`src/rtl/modadd432_pipe_pkg.sv`:
```
// Shared constants and types for the 432-bit modular adder pipeline.
package modadd_pkg;

    localparam int unsigned MODADD_WIDTH = 432;

    typedef logic [MODADD_WIDTH-1:0] elem_t;
    typedef logic [MODADD_WIDTH:0]   ext_t;

    // Default modulus 2^WIDTH - 1
    localparam elem_t MODADD_MOD = '1;

endpackage

```
`src/rtl/modadd432_pipe_if.sv`:
```
// Operand/result handshake bundle for modadd432_pipe.
// Carries op_sub only when MODADD432_SUB_EN is defined.
interface modadd432_pipe_if #(
    parameter int unsigned WIDTH = modadd_pkg::MODADD_WIDTH
);
    logic             in_valid;
    logic             in_ready;
    logic [WIDTH-1:0] a_in;
    logic [WIDTH-1:0] b_in;
    logic             out_valid;
    logic             out_ready;
    logic [WIDTH-1:0] sum_out;
`ifdef MODADD432_SUB_EN
    logic             op_sub;

    modport master (
        output in_valid, a_in, b_in, op_sub, out_ready,
        input  in_ready, out_valid, sum_out
    );
    modport slave (
        input  in_valid, a_in, b_in, op_sub, out_ready,
        output in_ready, out_valid, sum_out
    );
`else
    modport master (
        output in_valid, a_in, b_in, out_ready,
        input  in_ready, out_valid, sum_out
    );
    modport slave (
        input  in_valid, a_in, b_in, out_ready,
        output in_ready, out_valid, sum_out
    );
`endif
endinterface

```
`src/rtl/modadd432_pipe_cla.sv`:
```
// Combinational carry-lookahead adder, 4-bit lookahead groups with
// group carries chained across the word.
module cla432
    import modadd_pkg::*;
#(
    parameter int unsigned WIDTH = MODADD_WIDTH
) (
    input  logic [WIDTH-1:0] a_in,
    input  logic [WIDTH-1:0] b_in,
    input  logic             c_in,
    output logic [WIDTH-1:0] sum,
    output logic             c_out
);
    localparam int unsigned NBLK = (WIDTH + 3) / 4;

    logic [WIDTH-1:0] g;
    logic [WIDTH-1:0] p;
    logic [WIDTH:0]   c;
    logic [NBLK:0]    bc;
    logic [NBLK-1:0]  grp_g;
    logic [NBLK-1:0]  grp_p;

    always_comb begin
        g     = a_in & b_in;
        p     = a_in ^ b_in;
        grp_g = '0;
        grp_p = '1;
        for (int unsigned k = 0; k < NBLK; k++) begin
            for (int unsigned j = 0; j < 4; j++) begin
                if (4 * k + j < WIDTH) begin
                    grp_g[k] = g[4*k+j] | (p[4*k+j] & grp_g[k]);
                    grp_p[k] = grp_p[k] & p[4*k+j];
                end
            end
        end
    end

    // Group carries only depend on group generate/propagate, not on bit carries
    always_comb begin
        bc    = '0;
        bc[0] = c_in;
        for (int unsigned k = 0; k < NBLK; k++) begin
            bc[k+1] = grp_g[k] | (grp_p[k] & bc[k]);
        end
    end

    always_comb begin
        c = '0;
        for (int unsigned k = 0; k < NBLK; k++) begin
            for (int unsigned j = 0; j < 4; j++) begin
                if (4 * k + j < WIDTH) begin
                    if (j == 0) begin
                        c[4*k] = bc[k];
                    end
                    c[4*k+j+1] = g[4*k+j] | (p[4*k+j] & c[4*k+j]);
                end
            end
        end
    end

    assign sum   = p ^ c[WIDTH-1:0];
    assign c_out = bc[NBLK];

endmodule

```
`src/rtl/modadd432_pipe.sv`:
```
// Two-stage pipelined modular adder: S1 raw CLA sum, S2 conditional reduction.
// MODADD432_SUB_EN adds op_sub for (a - b) mod MOD.
module modadd432_pipe
    import modadd_pkg::*;
#(
    parameter int unsigned    WIDTH = MODADD_WIDTH,
    parameter logic [WIDTH-1:0] MOD = {WIDTH{1'b1}}
) (
    input  logic               clk,
    input  logic               rst_n,
    modadd432_pipe_if.slave    bus
);
    logic             adv1;
    logic             adv2;
    logic             s1_valid;
    logic             s2_valid;
    logic [WIDTH:0]   s1_ext;
    logic [WIDTH-1:0] s2_sum;
    logic [WIDTH-1:0] cla_b;
    logic             cla_cin;
    logic [WIDTH-1:0] cla_sum;
    logic             cla_cout;
    logic [WIDTH:0]   diff;
    logic [WIDTH-1:0] s2_next;
`ifdef MODADD432_SUB_EN
    logic             s1_sub;
`endif

    always_comb begin
        adv2 = !s2_valid || bus.out_ready;
        adv1 = !s1_valid || adv2;
    end

    assign bus.in_ready  = adv1;
    assign bus.out_valid = s2_valid;
    assign bus.sum_out   = s2_sum;

    always_comb begin
        cla_b   = bus.b_in;
        cla_cin = 1'b0;
`ifdef MODADD432_SUB_EN
        if (bus.op_sub) begin
            cla_b   = ~bus.b_in;
            cla_cin = 1'b1;
        end
`endif
    end

    cla432 #(.WIDTH(WIDTH)) u_cla (
        .a_in  (bus.a_in),
        .b_in  (cla_b),
        .c_in  (cla_cin),
        .sum   (cla_sum),
        .c_out (cla_cout)
    );

    // For subtraction the adder carry-out is the inverted borrow of a - b
    always_comb begin
        diff    = s1_ext - {1'b0, MOD};
        s2_next = diff[WIDTH] ? s1_ext[WIDTH-1:0] : diff[WIDTH-1:0];
`ifdef MODADD432_SUB_EN
        if (s1_sub) begin
            s2_next = s1_ext[WIDTH] ? s1_ext[WIDTH-1:0] : s1_ext[WIDTH-1:0] + MOD;
        end
`endif
    end

    always_ff @(posedge clk) begin
        if (!rst_n) begin
            s1_valid <= 1'b0;
            s2_valid <= 1'b0;
            s1_ext   <= '0;
            s2_sum   <= '0;
`ifdef MODADD432_SUB_EN
            s1_sub   <= 1'b0;
`endif
        end else begin
            if (adv1) begin
                s1_valid <= bus.in_valid;
                s1_ext   <= {cla_cout, cla_sum};
`ifdef MODADD432_SUB_EN
                s1_sub   <= bus.op_sub;
`endif
            end
            if (adv2) begin
                s2_valid <= s1_valid;
                s2_sum   <= s2_next;
            end
        end
    end

endmodule

```
`src/flat_wrapper.sv`:
```
// flat-port wrapper written by rule: the top's interface ports become plain ports
module modadd432_pipe_flat import modadd_pkg::*;
#(
    parameter int unsigned    WIDTH = MODADD_WIDTH,
    parameter logic [WIDTH-1:0] MOD = {WIDTH{1'b1}}
)
  (clk, rst_n, bus_in_valid, bus_a_in, bus_b_in, bus_out_ready, bus_in_ready, bus_out_valid, bus_sum_out);
  modadd432_pipe_if #(.WIDTH(WIDTH)) bus_i ();
  input  logic clk;
  input  logic rst_n;
  input wire logic [$bits(bus_i.in_valid)-1:0] bus_in_valid;
  input wire logic [$bits(bus_i.a_in)-1:0] bus_a_in;
  input wire logic [$bits(bus_i.b_in)-1:0] bus_b_in;
  input wire logic [$bits(bus_i.out_ready)-1:0] bus_out_ready;
  output wire logic [$bits(bus_i.in_ready)-1:0] bus_in_ready;
  output wire logic [$bits(bus_i.out_valid)-1:0] bus_out_valid;
  output wire logic [$bits(bus_i.sum_out)-1:0] bus_sum_out;
  assign bus_i.in_valid = bus_in_valid;
  assign bus_i.a_in = bus_a_in;
  assign bus_i.b_in = bus_b_in;
  assign bus_i.out_ready = bus_out_ready;
  assign bus_in_ready = bus_i.in_ready;
  assign bus_out_valid = bus_i.out_valid;
  assign bus_sum_out = bus_i.sum_out;
  modadd432_pipe #(.WIDTH(WIDTH), .MOD(MOD)) u_core (.clk(clk), .rst_n(rst_n), .bus(bus_i));
endmodule
```
`config.mk`:
```
export PLATFORM = sky130hd
export DESIGN_NAME = modadd432_pipe_flat
export DESIGN_NICKNAME = d
export VERILOG_FILES = /design/src/rtl/modadd432_pipe_pkg.sv /design/src/rtl/modadd432_pipe_if.sv /design/src/rtl/modadd432_pipe_cla.sv /design/src/rtl/modadd432_pipe.sv /design/src/flat_wrapper.sv
export SDC_FILE = /design/constraint.sdc
export NUM_CORES = 2
export LEC_CHECK = 0
export BUFFER_PORTS_ARGS = -buffer_cell sky130_fd_sc_hd__buf_2
export CAP_MARGIN = 20
export CORE_AREA = 2 2 512 514
export CTS_CLUSTER_DIAMETER = 30
export CTS_CLUSTER_SIZE = 12
export DETAILED_ROUTE_END_ITERATION = 10
export DIE_AREA = 0 0 514 516
export GPL_TIMING_DRIVEN = 1
export PLACE_DENSITY_LB_ADDON = 0.08
export SLEW_MARGIN = 20
export SYNTH_ARGS = -nofsm -noshare
export SYNTH_HDL_FRONTEND = slang
export SYNTH_SLANG_ARGS = --single-unit
```
`constraint.sdc`:
```
create_clock -name clk -period 9.2 [get_ports clk]
set_input_delay 1.38 -clock clk [delete_from_list [all_inputs] [get_ports clk]]
set_output_delay 1.38 -clock clk [all_outputs]
set_load 0.03 [all_outputs]
```
==> flow_summary.json <==
{
  "synth_seq_area_share_pct": 30.8,
  "reg2reg_to": "u_core.bus.sum_out[352]$_SDFFE_PN0P_",
  "fill_cells": 27866,
  "irDropWorstVdd_uv": 183,
  "fin_worst_skew_ps": 87.3,
  "ys.flop_type": "dfxtp_1",
  "p_comb_share_pct": 17.2,
  "worstPathMaxFanout": 5,
  "synth_compound_area_share_pct": 17.0,
  "maxCapViolations": 0,
  "synthDistinctLibCells": 81,
  "track_usage_pct": 21.9,
  "design_area_um2": 77100,
  "yosysTopAreaCell": "dfxtp_1",
  "insertion_delay_ps": 920,
  "dr_wl_met3_um": 21200,
  "ant_nets": 0,
  "routed_via_density": 4.77,
  "synth.area.top_cells": "dfxtp_1 (31%), fa_1 (11%), ha_1 (9.5%)",
  "power_leakage_nw": 32.7,
  "final_layout_size_suffix_gt1_share_pct": 23.3,
  "min_from": "u_core.bus.sum_out[18]$_SDFFE_PN0P_",
  "drt-met1-wl_um": 130000,
  "post_cts_buffers": 0,
  "synth_top_family_by_area": "adder cells",
  "ys_warn_count": 0,
  "antenna_found_initial": 114,
  "post_dp_cell_area_um2": 66600,
  "tightest_slew_ps": 1190,
  "synthAdderAreaFrac_pct": 21.0,
  "area_growth_pct": 36.7,
  "final_cells": 11679,
  "port_buffers": 1301,
  "setup_viol": 0,
  "clkTransAtPathRegs_ps": 40,
  "synthMuxAreaShare_pct": 0.0355,
  "yosys.area_share.simple_pct": 20.8,
  "grt_max_degree": 226,
  "synth-seq-cells": 867,
  "cp-start-kind": "primary input",
  "routed-via-count": 55680,
  "period_share_pct": 93.4,
  "drc_errors": 0,
  "dp.final_hpwl_um": 246000,
  "coreArea_um2": 259000,
  "synth.avg_cell_area_um2": 8.48,
  "timing.rr.start": "u_core.s1_ext[197]$_SDFFE_PN0P_",
  "top_layer_used": "met5",
  "power_frac_clock_pct": 56.7,
  "wl_per_cell_um": 25.7,
  "numCtsBuffers": 317,
  "syn-instance-count": 6654,
  "fp.dieW_um": 514,
  "hold_end": "u_core.bus.sum_out[18]$_SDFFE_PN0P_",
  "clk_path_buf_depth": 4,
  "synth_xor_area_share_pct": 7.70,
  "dieArea_um2": 265000,
  "reg2reg_depth": 13,
  "met2_wirelength_um": 139000,
  "holdPathStages": 2,
  "swShare_pct": 29.6,
  "routabilityCongestion": 0.912,
  "layout_common_cells": "buf_2 (1300), nand2_1 (983), dfxtp_1 (867)",
  "relSlewSlack_pct": 20.4,
  "crit_required_ps": 10010,
  "first_pass_iters": 5,
  "setup_ws_ps": 603,
  "final_net_count": 9633,
  "p_int_mw": 12.9,
  "slew_violations": 0,
  "post-place-cells": 11094,
  "cp_data_arrival_time_ps": 9410,
  "cts.repair.resized": 0,
  "layout.cells.most_common": "buf_2",
  "grt_pass1_wl_um": 423000,
  "row_count": 187,
  "hold_path.class": "flip-flop to flip-flop",
  "cts_sinks": 867,
  "htreeDepth": 5,
  "power.density_nw_per_um2": 237,
  "startpoint": "bus_b_in[0]",
  "drt_iter0_markers": 2803,
  "cp-end-kind": "flip-flop",
  "seq_power_share_pct": 26.1,
  "hold_viol_final": 0,
  "start_util_pct": 21.8,
  "netSwitchingPower_mw": 5.41,
  "cts_tree": "done",
  "period_needed_ps": 8600,
  "die_h_um": 516,
  "fmax_ghz": 0.116,
  "outcome": "completed",
  "reg2reg_setup_slack_ps": 1930,
  "place_ws_ps": -388,
  "grt_setup_unrepaired": "false",
  "synth_nets": 8276,
  "yosysTopAreaCellShare_pct": 30.8,
  "io-pin-count": 1302,
  "grt_overflow": 0,
  "grt_pass1_vias": 57261,
  "wirelength_um": 301000,
  "synth_edf_count": 0,
  "syn_area_um2": 56400,
  "criticalPathCategory": "primary input to flip-flop",
  "ctsRootBufferMaster": "clkbuf_16",
  "async_flop_share_pct": 0,
  "hold_buffers": 0
}
worst max-delay path, stage by stage:
cell and delay [ps]:
buf_2 100, ha_1 200, fa_1 380, fa_1 380, fa_1 590, a311o_1 340, o21a_1 230, nor3b_1 180
o211ai_1 520, a21oi_1 380, a221oi_2 820, a21oi_1 520, o31ai_1 340, buf_4 190, o21ai_0 240, a21oi_1 550
o21bai_1 240, a21bo_2 260, fa_1 370, fa_1 390, fa_1 380, xnor2_1 140, a211oi_1 240
cell families (layout without fill, tap and decap cells):
logic type               after synthesis  in the layout
other                                  0             34
adder cells (fa/ha/maj)              754            754
XOR/XNOR                             496            496
buffers and inverters                399           1988
multiplexers                           2              2
flip-flops                           867            867
AO/OA/AOI/OAI                       1600           1600
AND/OR/NAND/NOR                     2536           2536
worst max-delay path by stage:
stage	end	slack [ps]	cells after the start
after global placement	u_core.s1_ext[343]$_SDFFE_PN0P_	-320	23
after global routing	u_core.s1_ext[343]$_SDFFE_PN0P_	350	23
after detailed placement	u_core.s1_ext[343]$_SDFFE_PN0P_	-390	23
after floorplan	u_core.s1_ext[383]$_SDFFE_PN0P_	2240	21
final	u_core.s1_ext[343]$_SDFFE_PN0P_	600	23
after CTS	u_core.s1_ext[343]$_SDFFE_PN0P_	570	23
flip-flops by register name, summed over array words and instances, names as in the netlist:
register,flops
u_core.bus.out_valid,1
u_core.bus.sum_out,432
u_core.s1_ext,433
u_core.s1_valid,1
per-layer routing:
layer	GRT usage, %	up-vias
met1	27.2	26896
met2	36.1	1678
li1	-	26591
met5	0	-
met3	6.17	499
met4	7.95	16
cell type report:
cell class	instances	area, µm²	area share, %
clock buffers	446	9150	11.9
diodes	34	85.1	0.110
well taps	3402	4260	5.52
repair buffers	1363	7060	9.16
inverters	74	293	0.380
flip-flops and latches	867	17400	22.5
clock inverters	105	1230	1.60
multi-input cells	5388	37700	48.8
cells in the mapped netlist (all sizes together) (101+ instances only):
library cell  count
xnor2           296
clkbuf          309
a211oi          319
xor2            200
nor2            604
a21oi           708
nand4           197
ha              430
dfxtp           867
nand2           984
o21ai           327
and3            101
nor3            119
fa              324
nand3           229
power groups by stage:
stage | Clock [mW] | Sequential (mW) | Combinational, mW
finish | 10.4 | 4.78 | 3.14
global placement | 0 | 4.82 | 3.17
global route | 10.8 | 4.84 | 3.47
CTS | 10.6 | 4.77 | 3.20
floorplan | 0 | 4.97 | 1.47
detailed placement | 0 | 4.83 | 3.17
stage by stage:
step	TNS, ps	total power, mW	hold slack [ps]	util, %
CTS	0	18.5	458	29.7
global route	0	19.1	494	29.7
floorplan	0	6.43	432	-
global placement	-2010	7.99	451	25.7
finish	0	18.3	457	29.7
detailed placement	-4140	8.00	449	25.7
(Power assumes the default switching activity.)
